<file path="config.mk">
export PLATFORM = sky130hd
export DESIGN_NAME = golden_ticket_queue
export DESIGN_NICKNAME = d
export VERILOG_FILES = /design/src/rtl/miner_pkg.sv /design/src/rtl/gt_sync_fifo.sv /design/src/rtl/golden_ticket_queue.sv
export SDC_FILE = /design/constraint.sdc
export NUM_CORES = 1
export LEC_CHECK = 0
export CORE_MARGIN = 2
export CORE_UTILIZATION = 56
export CTS_BUF_LIST = sky130_fd_sc_hd__clkbuf_8
export CTS_CLUSTER_DIAMETER = 150
export DETAILED_ROUTE_END_ITERATION = 10
export PLACE_DENSITY = 0.78
export RECOVER_POWER = 50
export SYNTH_ARGS = -nofsm -noshare
export SYNTH_HDL_FRONTEND = slang
export SYNTH_SLANG_ARGS = --single-unit
</file>
<file path="constraint.sdc">
create_clock -name hash_clk -period 6 [get_ports hash_clk]
set_input_delay 1.8 -clock hash_clk [delete_from_list [all_inputs] [get_ports hash_clk]]
set_output_delay 1.8 -clock hash_clk [all_outputs]
set_load 0.02 [all_outputs]
</file>
<file path="src/rtl/miner_pkg.sv">
// Shared miner constants: nonce width, default golden-ticket queue depth and
// the hasher pipeline latency correction applied to reported nonces.
package miner_pkg;

    localparam int NONCE_W = 32;
    localparam int GT_QUEUE_DEPTH = 8;
    localparam logic [NONCE_W-1:0] GT_NONCE_OFFSET = 32'd0;

    typedef logic [NONCE_W-1:0] nonce_t;

endpackage

</file>
<file path="src/rtl/gt_sync_fifo.sv">
// Single-clock first-word-fall-through FIFO. Occupancy is tracked with an
// explicit level counter so full/empty never depend on pointer equality.
// When empty, rd_data keeps showing the last entry that left the head.
module gt_sync_fifo #(
    parameter int DEPTH  = 8,
    parameter int DATA_W = 32
) (
    input  logic                     clk,
    input  logic                     rst_n,
    input  logic                     clr,
    input  logic                     wr_en,
    input  logic [DATA_W-1:0]        wr_data,
    output logic                     full,
    input  logic                     rd_en,
    output logic [DATA_W-1:0]        rd_data,
    output logic                     empty,
    output logic [$clog2(DEPTH):0]   level
);

    localparam int PTR_W = $clog2(DEPTH);
    localparam int LVL_W = PTR_W + 1;
    localparam logic [LVL_W-1:0] DEPTH_L = LVL_W'(DEPTH);

    logic [DATA_W-1:0] mem_q [DEPTH];
    logic [PTR_W-1:0]  wr_ptr_q, wr_ptr_d;
    logic [PTR_W-1:0]  rd_ptr_q, rd_ptr_d;
    logic [LVL_W-1:0]  level_q, level_d;
    logic [DATA_W-1:0] hold_q, hold_d;
    logic              do_wr, do_rd;

    assign empty   = (level_q == '0);
    assign full    = (level_q == DEPTH_L);
    assign level   = level_q;
    assign rd_data = empty ? hold_q : mem_q[rd_ptr_q];

    // Next-state for pointers, occupancy and the empty-hold register
    always_comb begin
        do_rd    = rd_en & ~empty & ~clr;
        do_wr    = wr_en & (~full | do_rd) & ~clr;
        wr_ptr_d = wr_ptr_q;
        rd_ptr_d = rd_ptr_q;
        level_d  = level_q;
        hold_d   = hold_q;

        if (clr) begin
            wr_ptr_d = '0;
            rd_ptr_d = '0;
            level_d  = '0;
            if (!empty) begin
                hold_d = mem_q[rd_ptr_q];
            end
        end else begin
            if (do_wr) begin
                wr_ptr_d = wr_ptr_q + PTR_W'(1);
            end
            if (do_rd) begin
                rd_ptr_d = rd_ptr_q + PTR_W'(1);
                hold_d   = mem_q[rd_ptr_q];
            end
            case ({do_wr, do_rd})
                2'b10:   level_d = level_q + LVL_W'(1);
                2'b01:   level_d = level_q - LVL_W'(1);
                default: level_d = level_q;
            endcase
        end
    end

    // Control and hold registers, synchronous active-low reset
    always_ff @(posedge clk) begin
        if (!rst_n) begin
            wr_ptr_q <= '0;
            rd_ptr_q <= '0;
            level_q  <= '0;
            hold_q   <= '0;
        end else begin
            wr_ptr_q <= wr_ptr_d;
            rd_ptr_q <= rd_ptr_d;
            level_q  <= level_d;
            hold_q   <= hold_d;
        end
    end

    // Storage array, written only on an accepted push
    always_ff @(posedge clk) begin
        if (do_wr) begin
            mem_q[wr_ptr_q] <= wr_data;
        end
    end

endmodule

</file>
<file path="src/rtl/golden_ticket_queue.sv">
// Golden-ticket queue: registers each hit with its pipeline-latency-corrected
// nonce, drops back-to-back duplicates, and buffers tickets in an FWFT FIFO
// for the UART side. Overflow drops are counted with a saturating counter.
module golden_ticket_queue
    import miner_pkg::*;
#(
    parameter int     DEPTH        = GT_QUEUE_DEPTH,
    parameter nonce_t NONCE_OFFSET = GT_NONCE_OFFSET,
    parameter int     CNT_W        = 8
) (
    input  logic                   hash_clk,
    input  logic                   reset_n,
    input  logic                   rx_new_work,
    input  logic                   rx_new_ticket,
    input  logic [NONCE_W-1:0]     rx_ticket_nonce,
    output logic                   tx_valid,
    output logic [NONCE_W-1:0]     tx_nonce,
    input  logic                   tx_ready,
    output logic [$clog2(DEPTH):0] tx_level,
    output logic [CNT_W-1:0]       tx_dropped
);

    function automatic logic [CNT_W-1:0] sat_inc(input logic [CNT_W-1:0] v);
        return (&v) ? v : v + CNT_W'(1);
    endfunction

    logic         s1_vld_q, s1_vld_d;
    nonce_t       s1_nonce_q, s1_nonce_d;
    logic         last_vld_q, last_vld_d;
    nonce_t       last_nonce_q, last_nonce_d;
    logic [CNT_W-1:0] dropped_q, dropped_d;

    logic fifo_full, fifo_empty;
    logic pop, dup, wr_try;

    assign pop        = tx_valid & tx_ready;
    assign dup        = s1_vld_q & last_vld_q & (s1_nonce_q == last_nonce_q);
    assign wr_try     = s1_vld_q & ~dup & ~rx_new_work;
    assign tx_valid   = ~fifo_empty;
    assign tx_dropped = dropped_q;

    // Stage S1 capture, dedupe record and overflow drop counting
    always_comb begin
        s1_vld_d     = rx_new_ticket & ~rx_new_work;
        s1_nonce_d   = rx_ticket_nonce - NONCE_OFFSET;
        last_vld_d   = last_vld_q;
        last_nonce_d = last_nonce_q;
        dropped_d    = dropped_q;

        if (rx_new_work) begin
            last_vld_d = 1'b0;
            dropped_d  = '0;
        end else if (wr_try) begin
            // Record updates on every attempt, so a dropped ticket still dedupes its repeat
            last_vld_d   = 1'b1;
            last_nonce_d = s1_nonce_q;
            if (fifo_full && !pop) begin
                dropped_d = sat_inc(dropped_q);
            end
        end
    end

    // S1 / dedupe / counter registers, synchronous active-low reset
    always_ff @(posedge hash_clk) begin
        if (!reset_n) begin
            s1_vld_q     <= 1'b0;
            s1_nonce_q   <= '0;
            last_vld_q   <= 1'b0;
            last_nonce_q <= '0;
            dropped_q    <= '0;
        end else begin
            s1_vld_q     <= s1_vld_d;
            s1_nonce_q   <= s1_nonce_d;
            last_vld_q   <= last_vld_d;
            last_nonce_q <= last_nonce_d;
            dropped_q    <= dropped_d;
        end
    end

    gt_sync_fifo #(
        .DEPTH  (DEPTH),
        .DATA_W (NONCE_W)
    ) u_fifo (
        .clk     (hash_clk),
        .rst_n   (reset_n),
        .clr     (rx_new_work),
        .wr_en   (wr_try),
        .wr_data (s1_nonce_q),
        .full    (fifo_full),
        .rd_en   (tx_ready),
        .rd_data (tx_nonce),
        .empty   (fifo_empty),
        .level   (tx_level)
    );

endmodule

</file>
==> summary.md, run 1 <==
| Metric | Value |
|---|---|
| Status | complete, but fails checks |
| Failing checks | max-capacitance violations, max-slew violations |
| Cells after Synth | 935 |
| # fillers | 1733 |
| TritonCTS clock tree | done |
| Gr usage total | 20.8% |
| Critical R2R Capture | u_fifo.level[3] |
| Initial DRC Count | 550 |
| Post-synth EDFFs | 256 |
| Top-area cell type share of the netlist area | 53.1% |
| Worst hold-check path type | flop to flop |
| First-pass GRT wire length | 43.1 mm |
| Synth Cell Area | 14500 sq um |
| Critical path class | flop to output pin |
| Initial antenna violation count | 0 |
| FP Rows | 58 |
| R2R cell count | 12 |
| MaxCap Viol Count | 1 |
| H-tree depth | 2 |
| Clk buf depth | 3 |
| Register area share after synthesis | about 70% |
| VDD IR-drop max | 0.196 mV |
| Fin nets | around 1100 |
| Avg Cell Area, Syn | 15.5 sq um |
| Placeable Area | about 25000 sq um |
| Slew HR | -56.5% |
| Slew Viols, Final | 54 |
| Async S/R FF share, synth | 0% |
| Die Width | 165 um |
| Final min period | around 5.1 ns |
| Post-DP HPWL | 16.3 mm |
| Post-route cell area | 16700 sq um |
| Clock transition at path regs | 0.06 ns |
| Setup Fix Bufs, Post-CTS | 0 |
| Worst EP required | 4.20 ns |
| Area Growth Syn to Fin | 15.6% |
| CTS Buf Count | 57 |
| Overflow after GRT | 0 |
| CTS sink count | 375 |
| Final setup TNS | 0 ns |
| Post-cts resize count | 0 |
| Synth Flop Type | edfxtp_1 |
| # IOs | 82 |
| N_diodes | 0 |
| Largest net degree at the start of global routing | 79 |
| Unrepaired setup endpoints after global routing | no |
| Root Driver | clkbuf_8 |
| Vias in the first global route | 8086 |
| Overall Power | 4.92 mW |
| Worst clock skew | 0.0149 ns |
| Synthesized Nets | 979 |
| Commonest non-fill, non-tap cells in the layout | edfxtp_1, dfxtp_1, clkdlybuf4s50_1, nand2_1, mux4_2 |
| R2r setup slk | 2.33 ns |
| Worst slew pin tran | 2.35 ns |
| Period utilisation layout | 84.8% |
| Worst setup EP type | output pin |
| Routability cong. | roughly 0.78 |
| Warnings from Yosys | 0 |
| Routed Wire Length | 27.1 mm |
| P_leak | roughly 6.0 nW |
| Hold buffer count at CTS | 0 |
| Number of unique standard cell types used by synthesis | 39 |
| DRC | 0 |
| Worst Path Max Fanout | 36 |
| Crit path max-delay cell type | dfxtp_4 |
| Layout cells sized above 1 | 16.4% |
| DIE AREA | around 27000 sq um |
| Dominant cells by area after synthesis | edfxtp_1, dfxtp_1, mux4_2 |
| Worst Path Arrival | approximately 3.3 ns |
| PortBufs | a little over 80 |
| Power per cell area | 294 nW/um^2 |
| Final Util | 66.3% |
| Starting Density | 57.3% |
| DR pass1 iterations | 5 |
| Die Height | 165 um |
| Flops & latches, synth | around 380 |
| Via count | between 8000 and 9000 |
| Routed vias/inst | between 5 and 6 |
| Crit start category | flop |
| Cell Chain, Critical Path | buf_12, mux4_2, mux2i_1, a21oi_1, clkdlybuf4s50_1 |
| Clk_lat worst skew | 0.58 ns |
| Hold Violations, Final | 0 |
| ANT nets after route | 0 |
| Critical path's largest stage delay | 0.75 ns |
| Cell taking the most area after synthesis | edfxtp_1 |
| Commonest non-fill, non-tap cell in the layout | edfxtp_1 |
| Worst Setup EP | tx_nonce[1] |
| Final setup viols | 0 |
| Reg2Reg Launch Point | s1_nonce_q[17] |
| DP Area | 15600 sq um |
| WL/cell | approximately 19 um |
| Peak Freq | 197 MHz |
-- power by group --
group          internal [mW]  switching, mW
logic                 0.0643         0.0667
registers               2.78         0.0401
clock network           1.02          0.951
-- per-stage QoR --
stage	hold slack, ns	worst slack [ns]	cells
after global routing	0.494	0.690	1415
after CTS	0.464	0.818	1415
after global placement	0.447	1.42	1307
final	0.461	0.914	1415
after floorplan	0.439	0.716	935
after detailed placement	0.452	1.32	1307
-- how the worst min path moves through the flow --
stage	start	endpoint	depth (start not counted)
floorplan	last_vld_q	last_vld_q	2
CTS	last_nonce_q[25]	last_nonce_q[25]	2
detailed placement	last_nonce_q[0]	last_nonce_q[0]	2
global placement	last_nonce_q[29]	last_nonce_q[29]	2
global route	last_nonce_q[23]	last_nonce_q[23]	2
finish	last_nonce_q[27]	last_nonce_q[27]	2
-- area by class of cell --
type / instances / area (sq um) / share of cell area, %
Sequential cell: 375 / 10100 / 60.2
Inverter: 3 / 11.3 / 0.0673
Timing Repair Buffer: 100 / 957 / 5.72
Clock inverter: 45 / 225 / 1.35
Tap cell: 330 / 413 / 2.47
Multi-Input combinational cell: 499 / 4180 / 25.0
Clock buffer: 63 / 867 / 5.18
-- kinds of logic (layout without fill, tap and decap cells) --
family          after synthesis  after routing  share of synthesized area, %
simple gates                232            232                          7.52
buf+inv                      61            211                          1.88
mux                          99             99                          12.4
fa+ha+maj                     7              7                         0.657
xor+xnor                     37             37                          2.24
flops                       375            375                          69.6
compound gates              124            124                          5.78
-- per-layer routing --
metal	share of wire, %	global-route usage (%)	up-vias
li1	-	-	3759
met1	44	28.5	3991
met2	49	34.2	251
met3	5.5	3.84	48
met4	2.1	6.32	0
met5	0	0	-
-- cells in the mapped netlist, types with 3 or more instances --
| master | instances |
|---|---|
| clkbuf_1 | 39 |
| nor4_1 | 8 |
| o21ai_1 | 14 |
| edfxtp_1 | 256 |
| buf_6 | 4 |
| xor2_1 | 35 |
| a21oi_1 | 42 |
| o31ai_1 | 3 |
| or4_1 | 5 |
| a31oi_1 | 4 |
| and2_1 | 34 |
| a41o_1 | 3 |
| nand2_1 | 77 |
| nand2b_1 | 5 |
| nor3_1 | 6 |
| dfxtp_1 | 119 |
| ha_1 | 6 |
| nor2_1 | 49 |
| mux2i_1 | 35 |
| o21ai_0 | 21 |
| mux4_2 | 64 |
| inv_1 | 3 |
| buf_1 | 5 |
| buf_2 | 10 |
| nand3_1 | 38 |
| o211a_1 | 32 |
-- worst max-delay path: cells and delay by family, from the launching register on --
kind | cells | cell delay, ns
buffers and inverters | 2 | 0.97
AO/OA/AOI/OAI | 1 | 0.16
flip-flops | 1 | 0.75
multiplexers | 2 | 0.78
-- flip-flops by register name, summed over array words and instances, names as in the netlist, named ones only --
name             cells
u_fifo.mem_q       256
last_nonce_q        32
s1_nonce_q          32
u_fifo.hold_q       32
tx_dropped           8
u_fifo.level         4
u_fifo.rd_ptr_q      3
u_fifo.wr_ptr_q      3
last_vld_q           1
s1_vld_q             1
Power figures use the tool's default switching activity.
==> inputs of run 2 (changes only) <==
- clock period: 6 -> 4.1 ns (I/O delays scaled with it)
==> summary.md, run 2 (synthesis results as in run 1) <==
| Metric | Value |
|---|---|
| Final min period | 4.01 ns |
| CTS Buf Count | 57 |
| Hold slack final | 0.459 ns |
| Worst slew pin tran | 1.92 ns |
| Final setup viols | 0 |
| Unrepaired setup endpoints after global routing | no |
| Worst setup EP type | output pin |
| CTS sink count | 375 |
| Vias in the first global route | 8341 |
| Die Width | 165 um |
| WL/cell | 19.4 um |
| Max reg flops | around 260 |
| Die Height | 165 um |
| Status | complete, but fails checks |
| Worst EP required | 2.87 ns |
| MaxCap Viol Count | 1 |
| Final Non-Filler Cells | between 1000 and 1500 |
| Post-DP HPWL | approximately 17 mm |
| H-tree depth | 2 |
| Slew HR | -27.7% |
| Placed cell count | 1326 |
| Clk buf depth | 3 |
| First-pass GRT wire length | 44.2 mm |
| N_diodes | 0 |
| Final Worst Setup Slack | 0.0921 ns |
| Failing checks | max-capacitance violations, max-slew violations |
| P_leak | between 6 and 7 nW |
| Routability cong. | 0.749 |
| Fin nets | 1103 |
| Reg with most FFs | u_fifo.mem_q |
| Largest net degree at the start of global routing | between 100 and 150 |
| Routed Wire Length | 27.8 mm |
| Routed vias/inst | 5.68 |
| Clk_lat worst skew | 0.60 ns |
| VDD IR-drop max | 0.335 mV |
| Cell Chain, Critical Path | buf_12, mux4_2, mux2i_1, a21oi_1, clkdlybuf4s50_1 |
| TritonCTS clock tree | done |
| Hold buffer count at CTS | 0 |
| Crit path max-delay cell type | clkdlybuf4s50_1 |
| Critical path's largest stage delay | 0.55 ns |
| Period utilisation layout | around 100% |
| Initial antenna violation count | 0 |
| PortBufs | between 80 and 90 |
| Area Growth Syn to Fin | 17.8% |
| Slew Viols, Final | between 100 and 150 |
| Final setup TNS | 0 ns |
| Root Driver | clkbuf_8 |
| Final Util | between 60% and 70% |
| Worst hold-check path type | flop to flop |
| ANT nets after route | 0 |
| Post-route cell area | 17100 sq um |
| Layout cells sized above 1 | roughly 18% |
| Hold Violations, Final | 0 |
| Worst Path Max Fanout | 17 |
| DIE AREA | 27200 sq um |
| Placeable Area | 25300 sq um |
| Commonest non-fill, non-tap cells in the layout | edfxtp_1, dfxtp_1, nand2_1, clkbuf_8, clkdlybuf4s50_1 |
| DRC | 0 |
| Pre-CTS WS | roughly 0.18 ns |
| Crit start category | flop |
| Commonest non-fill, non-tap cell in the layout | edfxtp_1 |
| Starting Density | between 50 and 60% |
| Overall Power | 7.26 mW |
| Power per cell area | 426 nW/um^2 |
| FP Rows | 58 |
| Critical path class | flop to output pin |
| Via count | 8170 |
| Initial DRC Count | 641 |
| Gr usage total | 21.1% |
| DP Area | approximately 16000 sq um |
| Clock transition at path regs | 0.06 ns |
| # fillers | approximately 1700 |
| DR pass1 iterations | 5 |
| Overflow after GRT | 0 |
| Worst Path Arrival | 2.78 ns |
| # IOs | 82 |
| Worst clock skew | 0.0403 ns |
| Peak Freq | 250 MHz |
-- run 2: cell count changes in the layout (fill, tap and decap cells not counted), moves of 5 or more --
cell and change:
o21ai_0 -10, clkbuf_1 +13, o21ai_1 +10, dlygate4sd3_1 +5, buf_12 +10, clkbuf_8 +7, dlymetal6s2s_1 +6, clkdlybuf4s50_1 -11
clkinv_1 -5, mux2i_1 -5, mux2i_2 +5
-- run 2: final timing paths --
path                    startpoint          endpoint  cells after the start  slack (ns)
setup / recovery              flop       tx_nonce[9]                      5        0.09
hold / removal    last_nonce_q[30]  last_nonce_q[30]                      2        0.46
setup reg to reg    s1_nonce_q[15]   u_fifo.level[3]                     12        0.46
hold reg to reg   last_nonce_q[30]  last_nonce_q[30]                      2        0.46
-- run 2: cell type report --
cell class                      count  area [sq um]  area share, %
Clock inverter                     38           159          0.932
Clock buffer                       70           963           5.65
Inverter                            3          11.3         0.0660
Tap cell                          330           413           2.42
Sequential cell                   375         10100           59.1
Multi-Input combinational cell    499          4210           24.7
Timing Repair Buffer              123          1220           7.17
-- run 2: what timing repair did --
| item | in CTS | in global routing |
|---|---|---|
| endpoints found under the setup margin | 13 | 10 |
| buffers inserted | 4 | 0 |
| pin swaps | 0 | 0 |
| resized for setup | 0 | 12 |
-- run 2: worst max-delay path: cells and delay by family, from the launching register on --
| family | cells | cell delay, ns |
|---|---|---|
| buffers and inverters | 2 | 0.77 |
| AO/OA/AOI/OAI | 1 | 0.12 |
| flip-flops | 1 | 0.46 |
| multiplexers | 2 | 0.83 |
-- run 2: per-layer routing --
layer	wire length (um)	GRT usage (%)	vias to the layer above
met1	12300	29.2	4090
met4	587	6.88	0
met3	1320	3.37	51
met5	0	0	-
li1	-	-	3804
met2	13700	34.9	225
-- run 2: where the power goes --
group          internal (mW)  total (mW)  switching, mW
registers               4.07        4.12         0.0436
logic                 0.0971       0.214          0.117
clock network           1.54        2.93           1.39
==> inputs of run 3 (changes only) <==
- CORE_UTILIZATION: 56 -> 30
- PLACE_DENSITY: 0.78 -> 0.47
==> summary.md, run 3 (synthesis results as in run 1) <==
| Metric | Value |
|---|---|
| Sw power | 1.64 mW |
| Via count | 8080 |
| Hold buffer count at CTS | 0 |
| Global route hottest layer | met2 |
| Sequential Power Share | 55.4% |
| # fillers | 4522 |
| R2r setup slk | around 0.57 ns |
| Layout cells sized above 1 | between 10% and 20% |
| CTS Buf Count | 67 |
| DR pass1 iterations | 5 |
| Power per cell area | 424 nW/um^2 |
| Combined area of the multi-input logic cells | 4250 sq um |
| MaxCap Viol Count | 1 |
| Final setup viols | 0 |
| Worst EP required | around 2.9 ns |
| Critical path class | flop to output pin |
| Final setup TNS | 0 ns |
| Sw Share | 22.1% |
| Clock transition at path regs | around 0.06 ns |
| H-tree depth | 3 |
| Clk_lat worst skew | 0.59 ns |
| Placed cell count | 1606 |
| P_leak | 6.64 nW |
| Unrepaired setup endpoints after global routing | no |
| Post-DP HPWL | 18.2 mm |
| Overflow after GRT | 0 |
| Hold Violations, Final | 0 |
| N_diodes | 0 |
| VDD IR-drop max | 0.159 mV |
| Root Driver | clkbuf_8 |
| Die Width | about 220 um |
| DRC | 0 |
| Hold Startpoint | last_nonce_q[1] |
| Clock power share | 41.7% |
| Area Growth Syn to Fin | 21.1% |
| Status | complete, but fails checks |
| Period utilisation layout | 96.7% |
| Comb pwr share | 2.9% |
| Routed vias/inst | 4.67 |
| Commonest non-fill, non-tap cells in the layout | edfxtp_1, dfxtp_1, nand2_1, clkbuf_8, mux4_2 |
| Met2 Use GR | 20.7% |
| Peak Freq | ~250 MHz |
| WL/cell | around 19 um |
| Routed Wire Length | 32.6 mm |
| Worst Path Max Fanout | 22 |
| Critical path's largest stage delay | ~0.55 ns |
| Crit path max-delay cell type | clkdlybuf4s50_1 |
| Final Non-Filler Cells | 1729 |
| Clk buf depth | 3 |
| Worst slew pin tran | 1.90 ns |
| Starting Density | 30.4% |
| First-pass GRT wire length | 50.3 mm |
| Pint | 5.80 mW |
| Die Height | ~220 um |
| PortBufs | 81 |
| # IOs | 82 |
| Worst hold-check path type | flop to flop |
| ANT nets after route | 0 |
| Commonest non-fill, non-tap cell in the layout | edfxtp_1 |
| Largest net degree at the start of global routing | 92 |
| TritonCTS clock tree | done |
| Reg2Reg Launch Point | s1_nonce_q[1] |
| Reg with most FFs | u_fifo.mem_q |
| Storage cell area | 10100 sq um |
| Overall Power | around 7.4 mW |
| DIE AREA | around 50000 sq um |
| Cell Chain, Critical Path | buf_16, mux4_2, mux2i_1, a21oi_1, clkdlybuf4s50_1 |
| Initial DRC Count | 501 |
| Routability cong. | 0.703 |
| Slew HR | -26.8% |
| Fin nets | 1107 |
| Worst clock skew | 0.0226 ns |
| Crit start category | flop |
| FP Rows | 80 |
| CTS sink count | 375 |
| Initial antenna violation count | 1 |
| Vias in the first global route | 8386 |
| Slew Viols, Final | 41 |
| Worst Path Arrival | 2.73 ns |
| Max reg flops | 256 |
| Met1 Use GR | 18.6% |
| Worst setup EP type | output pin |
| Gr usage total | a little over an eighth |
| Hold slack final | ~0.46 ns |
| Failing checks | max-capacitance violations, max-slew violations |
| Final min period | 3.96 ns |
| Met3 Use GR | 3.06% |
| Placeable Area | 47600 sq um |
## run 3: cell types whose count changed in the layout (fill, tap and decap cells not counted), moves of 4 or more
cell / previous run / this run
and2_0: 14 / 19
and2_1: 20 / 15
clkdlybuf4s50_1: 69 / 51
clkinv_1: 7 / 12
clkinv_2: 10 / 3
dlygate4sd2_1: 0 / 4
dlygate4sd3_1: 5 / 0
dlymetal6s2s_1: 6 / 25
inv_1: 23 / 34
mux2i_1: 30 / 23
mux2i_2: 5 / 12
## run 3: final timing paths
check,endpoint,depth (start not counted)
max,tx_nonce[23],5
min,last_nonce_q[1],2
max reg2reg,u_fifo.level[3],12
min reg2reg,last_nonce_q[1],2
## run 3: critical path: cells and delay by family, from the launching register on
family	cells	cell delay (ns)
flops	1	0.49
compound gates	1	0.10
buf+inv	2	0.79
mux	2	0.74
## run 3: routing by layer
layer  vias to the layer above  routed length [um]
met1                      4024               15500
met2                       179               14900
li1                       3818                   -
met4                         0                 727
met5                         -                   0
met3                        59                1450
## run 3: repair_timing
action                                  in CTS  in global routing
setup buffers                                3                  0
endpoints found under the setup margin      32                 28
pin swaps                                    0                  0
gates cloned                                 0                  0
gates resized for setup                     16                 31
## run 3: area by class of cell
class	instances	share of cell area (%)
Tap cell	615	4.39
Clock inverter	47	1.05
Sequential cell	375	57.5
Inverter	3	0.0642
Clock buffer	73	5.73
Multi-Input combinational cell	499	24.2
Timing Repair Buffer	117	7.06
## run 3: power groups by stage
stage / Combinational, mW / Sequential, mW / Clock [mW]
floorplan: 0.115 / 4.19 / 0
global placement: 0.228 / 4.20 / 0
detailed placement: 0.229 / 4.20 / 0
CTS: 0.231 / 4.12 / 3.24
global route: 0.241 / 4.13 / 3.42
finish: 0.217 / 4.12 / 3.10
## run 3: metrics by stage
step	setup WS [ns]	util, %	area [sq um]
after floorplan	-0.532	-	14500
final	0.137	36.8	17500
after CTS	0.000344	36.7	17500
after global routing	0.00252	36.8	17500
after detailed placement	0.299	34.1	16200
after global placement	0.341	34.1	16200
